**src/rtl/lcd_pixel_prefetch.sv**
```systemverilog
// Frame-aligned pixel prefetch FIFO feeding the LCD timing driver.
// Each early request from the driver is answered with a registered pixel on the next edge.
module lcd_pixel_prefetch #(
    parameter int               DATA_W     = 16,
    parameter int               DEPTH      = 64,
    parameter int               AW         = 6,
    parameter int               FILL_LEVEL = 32,
    parameter int               H_DISP     = 480,
    parameter int               V_DISP     = 272,
    parameter int               PCNT_W     = 17,
    parameter logic [DATA_W-1:0] BG_COLOR  = 16'h0000
) (
    input  logic              clk,
    input  logic              rst_n,
    input  logic [DATA_W-1:0] src_data,
    input  logic              src_valid,
    input  logic              src_sof,
    output logic              src_ready,
    input  logic              lcd_request,
    input  logic              lcd_framesync,
    output logic [DATA_W-1:0] lcd_data,
    output logic [AW:0]       fifo_level,
    output logic              underflow,
    output logic              frame_err
);

    localparam logic [AW:0]       DEPTH_L = (AW+1)'(DEPTH);
    localparam logic [AW:0]       FILL_L  = (AW+1)'(FILL_LEVEL);
    localparam logic [PCNT_W-1:0] FRAME_L = PCNT_W'(H_DISP * V_DISP);

    typedef enum logic [1:0] {
        IDLE  = 2'd0,
        FLUSH = 2'd1,
        FILL  = 2'd2,
        RUN   = 2'd3
    } state_e;

    state_e              state_q, state_d;
    logic [DATA_W-1:0]   mem [DEPTH];
    logic [AW-1:0]       wr_ptr_q, wr_ptr_d;
    logic [AW-1:0]       rd_ptr_q, rd_ptr_d;
    logic [AW:0]         level_q, level_d;
    logic [PCNT_W-1:0]   count_q, count_d;
    logic                underflow_q, underflow_d;
    logic                frame_err_q, frame_err_d;
    logic                fs_q;
    logic [DATA_W-1:0]   lcd_data_q;

    logic                fse;
    logic                accept;
    logic                counted;
    logic                pop;
    logic                mem_we;
    logic [AW-1:0]       mem_waddr;

    assign fse       = fs_q & ~lcd_framesync;
    assign src_ready = (state_q != IDLE) && (level_q < DEPTH_L);
    assign accept    = src_valid & src_ready;
    assign counted   = lcd_request && (state_q != IDLE);

    always_comb begin
        state_d     = state_q;
        wr_ptr_d    = wr_ptr_q;
        rd_ptr_d    = rd_ptr_q;
        level_d     = level_q;
        count_d     = count_q;
        underflow_d = underflow_q;
        frame_err_d = 1'b0;
        pop         = 1'b0;
        mem_we      = 1'b0;
        mem_waddr   = wr_ptr_q;

        if (fse) begin
            // Frame start always wins: drop everything and wait for the next SOF.
            frame_err_d = (state_q != IDLE);
            wr_ptr_d    = '0;
            rd_ptr_d    = '0;
            level_d     = '0;
            count_d     = '0;
            underflow_d = 1'b0;
            state_d     = FLUSH;
        end else if (accept && src_sof && (state_q == FILL || state_q == RUN)) begin
            // Stray SOF: restart the frame with this word as the only entry.
            frame_err_d = 1'b1;
            mem_we      = 1'b1;
            mem_waddr   = '0;
            wr_ptr_d    = AW'(1);
            rd_ptr_d    = '0;
            level_d     = (AW+1)'(1);
            count_d     = '0;
            underflow_d = underflow_q | counted;
            state_d     = FILL;
        end else begin
            mem_we   = accept && (state_q != FLUSH || src_sof);
            pop      = lcd_request && (state_q == RUN) && (level_q != '0);
            wr_ptr_d = wr_ptr_q + AW'(mem_we);
            rd_ptr_d = rd_ptr_q + AW'(pop);
            level_d  = level_q + (AW+1)'(mem_we) - (AW+1)'(pop);
            if (counted) begin
                count_d = count_q + PCNT_W'(1);
            end
            if (counted && !pop) begin
                underflow_d = 1'b1;
            end
            case (state_q)
                FLUSH: if (mem_we) state_d = FILL;
                FILL:  if (level_d >= FILL_L || lcd_request) state_d = RUN;
                RUN:   if (counted && count_d == FRAME_L) state_d = IDLE;
                default: state_d = state_q;
            endcase
        end
    end

    always_ff @(posedge clk or negedge rst_n) begin
        if (!rst_n) begin
            state_q     <= IDLE;
            wr_ptr_q    <= '0;
            rd_ptr_q    <= '0;
            level_q     <= '0;
            count_q     <= '0;
            underflow_q <= 1'b0;
            frame_err_q <= 1'b0;
            fs_q        <= 1'b1;
            lcd_data_q  <= BG_COLOR;
        end else begin
            state_q     <= state_d;
            wr_ptr_q    <= wr_ptr_d;
            rd_ptr_q    <= rd_ptr_d;
            level_q     <= level_d;
            count_q     <= count_d;
            underflow_q <= underflow_d;
            frame_err_q <= frame_err_d;
            fs_q        <= lcd_framesync;
            lcd_data_q  <= pop ? mem[rd_ptr_q] : BG_COLOR;
        end
    end

    // Storage carries no reset so it maps onto block RAM.
    always_ff @(posedge clk) begin
        if (mem_we) begin
            mem[mem_waddr] <= src_data;
        end
    end

    assign lcd_data   = lcd_data_q;
    assign fifo_level = level_q;
    assign underflow  = underflow_q;
    assign frame_err  = frame_err_q;

endmodule
```
**config.mk**
```make
export PLATFORM = sky130hd
export DESIGN_NAME = lcd_pixel_prefetch
export DESIGN_NICKNAME = d
export VERILOG_FILES = /design/src/rtl/lcd_pixel_prefetch.sv
export SDC_FILE = /design/constraint.sdc
export NUM_CORES = 1
export LEC_CHECK = 0
export BUFFER_PORTS_ARGS = -buffer_cell sky130_fd_sc_hd__buf_2
export CORE_ASPECT_RATIO = 0.9
export CORE_MARGIN = 4
export CORE_UTILIZATION = 45
export CTS_CLUSTER_DIAMETER = 30
export DETAILED_ROUTE_END_ITERATION = 16
export PLACE_DENSITY_LB_ADDON = 0.08
export SLEW_MARGIN = 20
export SYNTH_ARGS = -nofsm -noshare
export SYNTH_HDL_FRONTEND = slang
export SYNTH_SLANG_ARGS = --single-unit
```
**constraint.sdc**
```tcl
create_clock -name clk -period 3.3 [get_ports clk]
set_input_delay 0.66 -clock clk [delete_from_list [all_inputs] [get_ports clk]]
set_output_delay 0.66 -clock clk [all_outputs]
set_load 0.01 [all_outputs]
```
==> summary.md, run 1 <==
| Metric | Value |
|---|---|
| Die Area | `100200 sq um` |
| Dominant cells by area after synthesis | `edfxtp_1, mux4_2, mux2i_1, dfrtp_1, a221oi_1` |
| Final Max Slew Viols | `0` |
| Crit path DAT | `3.73 ns` |
| Ys async rst share | `5.273%` |
| CTS tree | `yes` |
| Finished Cell Area | `53220 sq um` |
| Clock net sink count | `1081` |
| Crit path largest cell delay | `0.46 ns` |
| TNS Setup | `0 ns` |
| Most frequent cell after synthesis | `edfxtp_1` |
| Fin Clk Skew | `0.03457 ns` |
| Filler Cell Count | `7219` |
| Rows | `107` |
| CP Capture Type | `flip-flop` |
| Pin count of the biggest net entering global routing | `67` |
| Grt ovf | `0` |
| Crit path max fanout | `6` |
| Initial Util | `45.30%` |
| Top cells by count, synth | `edfxtp_1, mux2i_1, mux4_2` |
| Hpwl dp | `73.25 mm` |
| Boundary pin count | `48` |
| PwrDens | `790.8 nW/um^2` |
| Drt pass-1 iters | `5` |
| Via-per-instance ratio | `5.799` |
| Gr usage total | `23.43%` |
| Core box area | `94520 sq um` |
| Outcome | `finished clean` |
| Synthesized area | `42820 sq um` |
| Number of global-route vias before repair | `23730` |
| Post-synth EDFFs | `1024` |
| Synth Net Count | `2322` |
| Cell variety after synth | `68` |
| Yosys warning count | `0` |
| CP Launch Type | `flip-flop` |
| Seq. cell area | `32190 sq um` |
| RSZ-0062 raised after global routing | `false` |
| Synthesized instance count | `2285` |
| Initial antenna violation count | `4` |
| Yosys top cell area share | `71.82%` |
| Remaining antenna violation count | `0` |
| Area leader, netlist | `edfxtp_1` |
| P&R area growth vs syn | `24.31%` |
| Global-route wire length before repair | `168.3 mm` |
| Worst EP required | `3.98 ns` |
| CP bufs+invs | `3` |
| FMAX | `0.3271 GHz` |
| Final period util | `92.64%` |
| Critical path class | `reg -> reg` |
| Gpl congestion | `0.8577` |
| Critical Path, Cell by Cell | `nand2b_1 -> nor2_2 -> inv_2 -> ha_1 -> inv_1 -> ha_1 -> inv_1 -> fa_1 -> nor2b_1 -> o311ai_1 -> and4_1 -> o31ai_1 -> a21oi_1 -> o31ai_2` |
| Worst slew pin tran | `1.042 ns` |
| Hold Violations, Final | `0` |
| CP delay by family, top | `adder cells` |
| Die X | `333.1 um` |
| Max-slew headroom | `30.51%` |
| Worst R2R Setup Slack | `0.24 ns` |
| DR vias | `23470` |
| Max H-tree Level | `4` |
| DRC violation count after routing | `0` |
| Hold Crit Class | `in -> async` |
| Total wire length | `116.9 mm` |
| # nets final | `2643` |
| Clk pin slew, worst setup/hold paths | `0.05 ns` |
| Tmin final | `3.057 ns` |
| Critical-path top delay cell | `dfrtp_1` |
| Setup violations, final | `0` |
| Multi-input combinational cell area | `9965 sq um` |
| Layout cells sized above 1 | `27.77%` |
| Max-Cap Viols | `0` |
| Placed Area | `45730 sq um` |
| CTS max path bufs | `3` |
| Max rail drop VDD | `0.0005521 V` |
| CTS buffer count | `213` |
| Avg Cell Area, Syn | `18.74 sq um` |
| Worst-Skew Late Latency | `0.78 ns` |
| Wirelength per Cell | `28.89 um` |
| Die height | `300.6 um` |
| Setup Buffers After CTS | `0` |
| CTS root buffer | `clkbuf_16` |
| Ys flop type | `edfxtp_1` |
| # port buffers | `47` |
| Pleak | `17.64 nW` |
| Yosys reg bits | `1081` |
| Number of DRC markers in iteration 0 | `2305` |
| Sequential share of the synthesized area | `75.15%` |
## placed cells by master (no fill, tap or decap), types with 17 or more instances in the layout
master | Yosys | final
clkbuf_1 | 53 | 24
mux2i_1 | 256 | 256
clkinv_4 | 0 | 17
nand3_1 | 50 | 50
buf_12 | 0 | 27
a221oi_1 | 93 | 93
a221oi_2 | 28 | 28
clkinvlp_4 | 0 | 25
clkinv_1 | 1 | 26
bufinv_16 | 0 | 35
o21ai_0 | 53 | 53
o21ai_1 | 41 | 41
dfrtp_1 | 56 | 51
nand2_1 | 59 | 59
buf_4 | 27 | 158
mux4_2 | 128 | 128
o22ai_1 | 21 | 21
edfxtp_1 | 1024 | 1024
a22oi_1 | 60 | 60
clkinv_2 | 0 | 37
buf_2 | 36 | 47
nor2_1 | 113 | 104
clkbuf_16 | 0 | 215
## per-stage QoR
step           utilization (%)  hold slack (ns)  total power [mW]  setup WS (ns)  cells
6_report                 56.31           0.2198             42.09         0.2427   4047
5_1_grt                  56.30           0.1895             43.49        0.02200   4044
4_1_cts                  56.29           0.1704             42.46         0.2402   4044
3_5_place_dp             48.38           0.4556             20.46         0.1035   3642
3_3_place_gp             48.38           0.4521             20.41        0.06801   3642
2_1_floorplan                -           0.3644             18.68         0.1157   2285
## layer usage
layer / up-vias / global-route usage, % / wire (um)
met5: - / 0 / 0
met4: 0 / 7.275 / 2654
met3: 160 / 5.721 / 9016
met2: 870 / 36.03 / 54490
met1: 12290 / 33.39 / 50760
li1: 10150 / - / -
## power by group
group / total, mW / internal (mW) / switching, mW / leakage [nW]
clock: 21.9 / 14.7 / 7.21 / 3.58
sequential: 15.4 / 15.2 / 0.196 / 9.96
combinational: 4.76 / 1.98 / 2.78 / 4.10
## cell type report
type                            instances  area share, %
Multi-Input combinational cell       1060          18.72
Timing Repair Buffer                  234          3.724
Tap cell                             1253          2.946
Inverter                               16         0.1152
Sequential cell                      1081          60.48
Clock buffer                          239          10.28
Antenna cell                            3        0.01410
Clock inverter                        161          3.726
## sequential cells by signal (all words and copies together), names as in the netlist
signal      flops
count_q        17
fifo_level      7
frame_err       1
fs_q            1
lcd_data       16
mem          1024
rd_ptr_q        6
state_q         2
underflow       1
wr_ptr_q        6
## cell families (layout without fill, tap and decap cells)
family,Yosys count,in the layout,synth area share [%]
DFF,1081,1081,75.15
muxes,384,384,12.72
AOI/OAI and AO/OA,344,344,6.178
and+or+nand+nor,293,293,3.328
buffers and inverters,144,650,1.677
xor gates and xnor gates,24,24,0.4909
adders and majority gates,15,15,0.4559
other,0,3,0
## path summary, 6_finish.rpt
path	start	end	cells after the start
worst max-delay path	fifo_level[6]$_DFF_PN0_	state_q[0]$_DFFE_PN0P_	14
worst min-delay path	rst_n	fifo_level[2]$_DFF_PN0_	2
worst max register to register	fifo_level[6]$_DFF_PN0_	state_q[0]$_DFFE_PN0P_	14
worst min register to register	underflow$_DFFE_PN0P_	underflow$_DFFE_PN0P_	2
max in group asynchronous	rst_n	rd_ptr_q[1]$_DFF_PN0_	3
min in group clk	src_data[7]	mem[2][7]$_DFFE_PP_	1
## timing repair
| action | CTS | global route |
|---|---|---|
| endpoints found under the setup margin | 0 | 1 |
| endpoints found under the hold margin | 50 | 0 |
| gates resized for setup | 0 | 3 |
| hold buffers | 2 | 0 |
No activity file was read; power rests on OpenSTA's default activity.
==> run 2: changes to the inputs <==
GPL_TIMING_DRIVEN = 1   (was not set)
MAX_ROUTING_LAYER = met4   (was not set)
==> summary.md, run 2 (synthesized netlist as in run 1, its figures left out) <==
| Metric | Value |
|---|---|
| Outcome | `finished clean` |
| Setup ws final | `0.2588 ns` |
| Crit path max fanout | `6` |
| Global-route track usage on met1 | `33.42%` |
| Max-slew headroom | `28.50%` |
| R2R Path Start | `fifo_level[6]$_DFF_PN0_` |
| R2R depth | `14` |
| CP delay by family, top | `adder cells` |
| Worst EP required | `3.98 ns` |
| Gpl congestion | `0.8715` |
| Remaining antenna violation count | `0` |
| Max rail drop VDD | `0.0005518 V` |
| CP bufs+invs | `3` |
| Reg with most FFs | `mem` |
| # port buffers | `47` |
| Grt ovf | `0` |
| Setup violations, final | `0` |
| Critical Path, Cell by Cell | `nand2b_1 -> nor2_2 -> inv_2 -> ha_1 -> inv_1 -> ha_1 -> inv_1 -> fa_1 -> nor2b_1 -> o311ai_1 -> and4_1 -> o31ai_1 -> a21oi_1 -> o31ai_2` |
| Number of DRC markers in iteration 0 | `2366` |
| Worst hold slack | `0.2204 ns` |
| TNS Setup | `0 ns` |
| Global-route wire length before repair | `168.4 mm` |
| CTS tree | `yes` |
| Initial Util | `45.30%` |
| Filler Cell Count | `7221` |
| Boundary pin count | `48` |
| Via-per-instance ratio | `5.802` |
| Wirelength per Cell | `28.95 um` |
| Rows | `107` |
| Tmin final | `3.041 ns` |
| RSZ-0062 raised after global routing | `false` |
| Final period util | `92.16%` |
| Worst-Skew Late Latency | `0.78 ns` |
| Worst slew pin tran | `1.073 ns` |
| CP Launch Type | `flip-flop` |
| CP Capture Type | `flip-flop` |
| Die X | `333.1 um` |
| Hold Violations, Final | `0` |
| Hold Crit Class | `in -> async` |
| Die height | `300.6 um` |
| Cells after DPL | `3642` |
| Fin Clk Skew | `0.03358 ns` |
| Gr usage total | `24.16%` |
| Utilization after layout | `56.31%` |
| Met2 Resource Use GR | `36.04%` |
| Hpwl dp | `73.25 mm` |
| Total power | `42.09 mW` |
| Max H-tree Level | `4` |
| CTS root buffer | `clkbuf_16` |
| Initial antenna violation count | `2` |
| DRC violation count after routing | `0` |
| Layout cells sized above 1 | `27.77%` |
| Die Area | `100200 sq um` |
| Critical path class | `reg -> reg` |
| CTS max path bufs | `3` |
| Final Non-Filler Cells | `4046` |
| Core box area | `94520 sq um` |
| Largest register FFs | `1024` |
| Critical-path top delay cell | `dfrtp_1` |
| CTS buffer count | `213` |
| Clk pin slew, worst setup/hold paths | `0.05 ns` |
| Pleak | `17.64 nW` |
| Most frequent cells in the layout | `edfxtp_1, mux2i_1, clkbuf_16` |
| GR peak layer | `met2` |
| Commonest non-fill, non-tap cell in the layout | `edfxtp_1` |
| Pin count of the biggest net entering global routing | `67` |
| Reg-to-Reg End | `state_q[0]$_DFFE_PN0P_` |
| DR vias | `23480` |
| Crit path largest cell delay | `0.46 ns` |
| FMAX | `0.3288 GHz` |
| Placed Area | `45730 sq um` |
| Total wire length | `117.1 mm` |
| GRT met3 Usage | `5.773%` |
| Final Max Slew Viols | `0` |
| PwrDens | `790.9 nW/um^2` |
| Setup WS pre-CTS | `0.1035 ns` |
| Finished Cell Area | `53220 sq um` |
| Crit path DAT | `3.72 ns` |
| Setup Buffers After CTS | `0` |
| Worst R2R Setup Slack | `0.26 ns` |
| Max-Cap Viols | `0` |
| # nets final | `2643` |
| Clock net sink count | `1081` |
| Number of global-route vias before repair | `23710` |
| P&R area growth vs syn | `24.30%` |
| Drt pass-1 iters | `6` |
==> run 2: cell count changes in the layout (fill, tap and decap cells not counted), sizes merged <==
| cell | delta |
|---|---|
| diode | -1 |
==> run 2: timing repair <==
| item | 4_1_cts | 5_1_grt |
|---|---|---|
| setup endpoints to repair | 0 | 1 |
| endpoints found under the hold margin | 50 | 0 |
| hold buffers | 2 | 0 |
| gates resized for setup | 0 | 3 |
==> run 2: power by group <==
group	switching [mW]	internal, mW	total, mW
Combinational	2.78	1.98	4.75
Sequential	0.197	15.2	15.4
Clock	7.22	14.7	21.9
==> run 2: metal layers <==
metal  up-vias  wire [um]  part of all wire (%)
met5         -          0                     0
met4         0       2607                   2.2
met3       165       8884                   7.6
met2       875      54510                    47
met1     12290      51120                    44
li1      10140          -                     -
==> run 2: worst reg2reg max path: stages, from the launching register on <==
cell      delay [ns]
dfrtp_1         0.46
nand2b_1        0.21
nor2_2          0.15
inv_2           0.05
ha_1            0.27
inv_1           0.06
ha_1            0.18
inv_1           0.07
fa_1            0.41
nor2b_1         0.16
o311ai_1        0.16
and4_1          0.22
o31ai_1         0.26
a21oi_1         0.13
o31ai_2         0.18
==> run 2: worst max path at each step <==
stage,start,endpoint,slack [ns],cells after the start
2_1_floorplan,lcd_request,state_q[0]$_DFFE_PN0P_,0.12,14
3_3_place_gp,src_valid,state_q[0]$_DFFE_PN0P_,0.07,15
3_5_place_dp,lcd_request,state_q[0]$_DFFE_PN0P_,0.10,14
4_1_cts,fifo_level[2]$_DFF_PN0_,state_q[0]$_DFFE_PN0P_,0.24,14
5_1_grt,fifo_level[3]$_DFF_PN0_,state_q[0]$_DFFE_PN0P_,0.02,14
6_report,fifo_level[6]$_DFF_PN0_,state_q[0]$_DFFE_PN0P_,0.26,14
==> run 2: layout make-up <==
cell class | count | area, sq um | area share (%)
inverter | 16 | 61.31 | 0.1152
clock inverter | 161 | 1983 | 3.726
tap | 1253 | 1568 | 2.946
timing repair buffer | 234 | 1982 | 3.724
antenna | 2 | 5.005 | 0.009404
multi-input combinational | 1060 | 9965 | 18.72
clock buffer | 239 | 5470 | 10.28
sequential | 1081 | 32190 | 60.48
==> run 3: changes to the inputs <==
CELL_PAD_IN_SITES_DETAIL_PLACEMENT = 2   (was not set)
CELL_PAD_IN_SITES_GLOBAL_PLACEMENT = 2   (was not set)
==> summary.md, run 3 (synthesized netlist as in run 1, its figures left out) <==
| Metric | Value |
|---|---|
| Clk pin slew, worst setup/hold paths | `0.05 ns` |
| Clock net sink count | `1081` |
| Hold depth | `1` |
| Grt ovf | `0` |
| Worst slew pin tran | `1.051 ns` |
| Setup violations, final | `0` |
| Remaining antenna violation count | `0` |
| Gpl congestion | `0.8099` |
| FMAX | `0.3189 GHz` |
| Number of global-route vias before repair | `27410` |
| # port buffers | `47` |
| Filler Cell Count | `8008` |
| Boundary pin count | `48` |
| GRT met3 Usage | `4.794%` |
| Hold Crit Class | `in -> reg` |
| DR vias | `25090` |
| CP Launch Type | `flip-flop` |
| Largest register FFs | `1024` |
| Hold Violations, Final | `0` |
| Layout cells sized above 1 | `28.03%` |
| Total power | `42.38 mW` |
| Max H-tree Level | `4` |
| CTS max path bufs | `3` |
| Max-slew headroom | `29.92%` |
| Crit path max fanout | `4` |
| Final Non-Filler Cells | `4032` |
| CTS buffer count | `204` |
| Setup Buffers After CTS | `0` |
| Crit path DAT | `3.82 ns` |
| Die height | `300.6 um` |
| PwrDens | `799.1 nW/um^2` |
| RSZ-0062 raised after global routing | `false` |
| Pleak | `17.53 nW` |
| Hold_sp | `src_data[13]` |
| Met2 Resource Use GR | `49.05%` |
| Hpwl dp | `84.76 mm` |
| Final period util | `95.04%` |
| Total wire length | `147.1 mm` |
| Reg-to-Reg End | `state_q[0]$_DFFE_PN0P_` |
| Worst R2R Setup Slack | `0.16 ns` |
| Die Area | `100200 sq um` |
| CTS tree | `yes` |
| Reg with most FFs | `mem` |
| Critical path class | `reg -> reg` |
| Via-per-instance ratio | `6.222` |
| Most frequent cells in the layout | `edfxtp_1, mux2i_1, clkbuf_16` |
| CP Capture Type | `flip-flop` |
| R2R depth | `14` |
| GR peak layer | `met2` |
| Fin Clk Skew | `0.04772 ns` |
| Tmin final | `3.136 ns` |
| Number of DRC markers in iteration 0 | `2719` |
| Worst EP required | `3.98 ns` |
| Max-Cap Viols | `0` |
| Max rail drop VDD | `0.0006225 V` |
| Initial antenna violation count | `12` |
| Hold Crit Endpoint | `mem[18][13]$_DFFE_PP_` |
| Critical Path Start | `fifo_level[2]$_DFF_PN0_` |
| Commonest non-fill, non-tap cell in the layout | `edfxtp_1` |
| Drt pass-1 iters | `7` |
| Final Max Slew Viols | `0` |
| Rows | `107` |
| DRC violation count after routing | `0` |
| Wirelength per Cell | `36.49 um` |
| CTS root buffer | `clkbuf_16` |
| Global-route wire length before repair | `212.5 mm` |
| P&R area growth vs syn | `23.87%` |
| Die X | `333.1 um` |
| Worst-Skew Late Latency | `0.81 ns` |
| # nets final | `2639` |
| Outcome | `finished clean` |
| Core box area | `94520 sq um` |
| R2R Path Start | `fifo_level[2]$_DFF_PN0_` |
| Global-route track usage on met1 | `40.67%` |
| Gr usage total | `30.48%` |
| Cells after DPL | `3647` |
| Pin count of the biggest net entering global routing | `70` |
| Initial Util | `45.30%` |
==> run 3: cell count changes in the layout (fill, tap and decap cells not counted), sizes merged <==
cell | previous run | this run
clkinvlp | 25 | 24
bufinv | 35 | 33
buf | 232 | 237
clkbuf | 239 | 232
diode | 2 | 3
inv | 34 | 31
clkinv | 83 | 76
==> run 3: power breakdown <==
| group | total [mW] | switching (mW) | internal, mW |
|---|---|---|---|
| clock network | 21.9 | 7.71 | 14.2 |
| logic | 5.03 | 2.93 | 2.09 |
| registers | 15.4 | 0.216 | 15.2 |
| total | 42.4 | 10.9 | 31.5 |
==> run 3: worst max path at each step <==
| stage | endpoint | slack (ns) | depth (start not counted) |
|---|---|---|---|
| floorplan | state_q[0]$_DFFE_PN0P_ | 0.12 | 14 |
| global placement | state_q[0]$_DFFE_PN0P_ | 0.05 | 15 |
| detailed placement | state_q[0]$_DFFE_PN0P_ | -0.002 | 15 |
| CTS | state_q[0]$_DFFE_PN0P_ | 0.12 | 14 |
| global route | state_q[0]$_DFFE_PN0P_ | 0.04 | 14 |
| finish | state_q[0]$_DFFE_PN0P_ | 0.16 | 14 |
==> run 3: area by class of cell <==
class / instances / area, sq um / area share (%)
flip-flops and latches: 1081 / 32190 / 60.70
inverters: 16 / 61.31 / 0.1156
clock inverters: 148 / 1821 / 3.433
diodes: 3 / 7.507 / 0.01416
well taps: 1253 / 1568 / 2.956
multi-input cells: 1060 / 9991 / 18.84
repair buffers: 239 / 2072 / 3.907
clock buffers: 232 / 5325 / 10.04
==> run 3: per-layer routing <==
| layer | wire (um) | part of all wire (%) |
|---|---|---|
| met1 | 61040 | 41 |
| met2 | 72540 | 49 |
| met3 | 9494 | 6.5 |
| met4 | 4069 | 2.8 |
| met5 | 0 | 0 |
==> run 3: timing repair <==
item	CTS	global route
resized for setup	0	4
endpoints found under the setup margin	0	1
hold buffers	2	0
endpoints found under the hold margin	22	0
==> run 3: critical path: stages (launching register included) <==
cell and delay [ns]:
dfrtp_1 0.37, inv_1 0.08, ha_1 0.22, a31oi_1 0.24
ha_1 0.27, inv_1 0.06, ha_1 0.19, inv_1 0.07
fa_1 0.43, nor2b_2 0.17, o311ai_2 0.13, and4_1 0.21
o31ai_1 0.30, a21oi_1 0.15, o31ai_2 0.18
==> run 3: per-stage QoR <==
step                utilization, %  hold slack (ns)    TNS, ns  cell area, sq um  setup slack [ns]
finish                       56.11           0.3814          0             53030            0.1637
global route                 56.11           0.3519          0             53030           0.04103
CTS                          56.09           0.3403          0             53010            0.1211
detailed placement           48.50           0.5382  -0.002480             45850         -0.002480
global placement             48.50           0.5405          0             45850           0.04833
floorplan                        -           0.3644          0             42820            0.1157
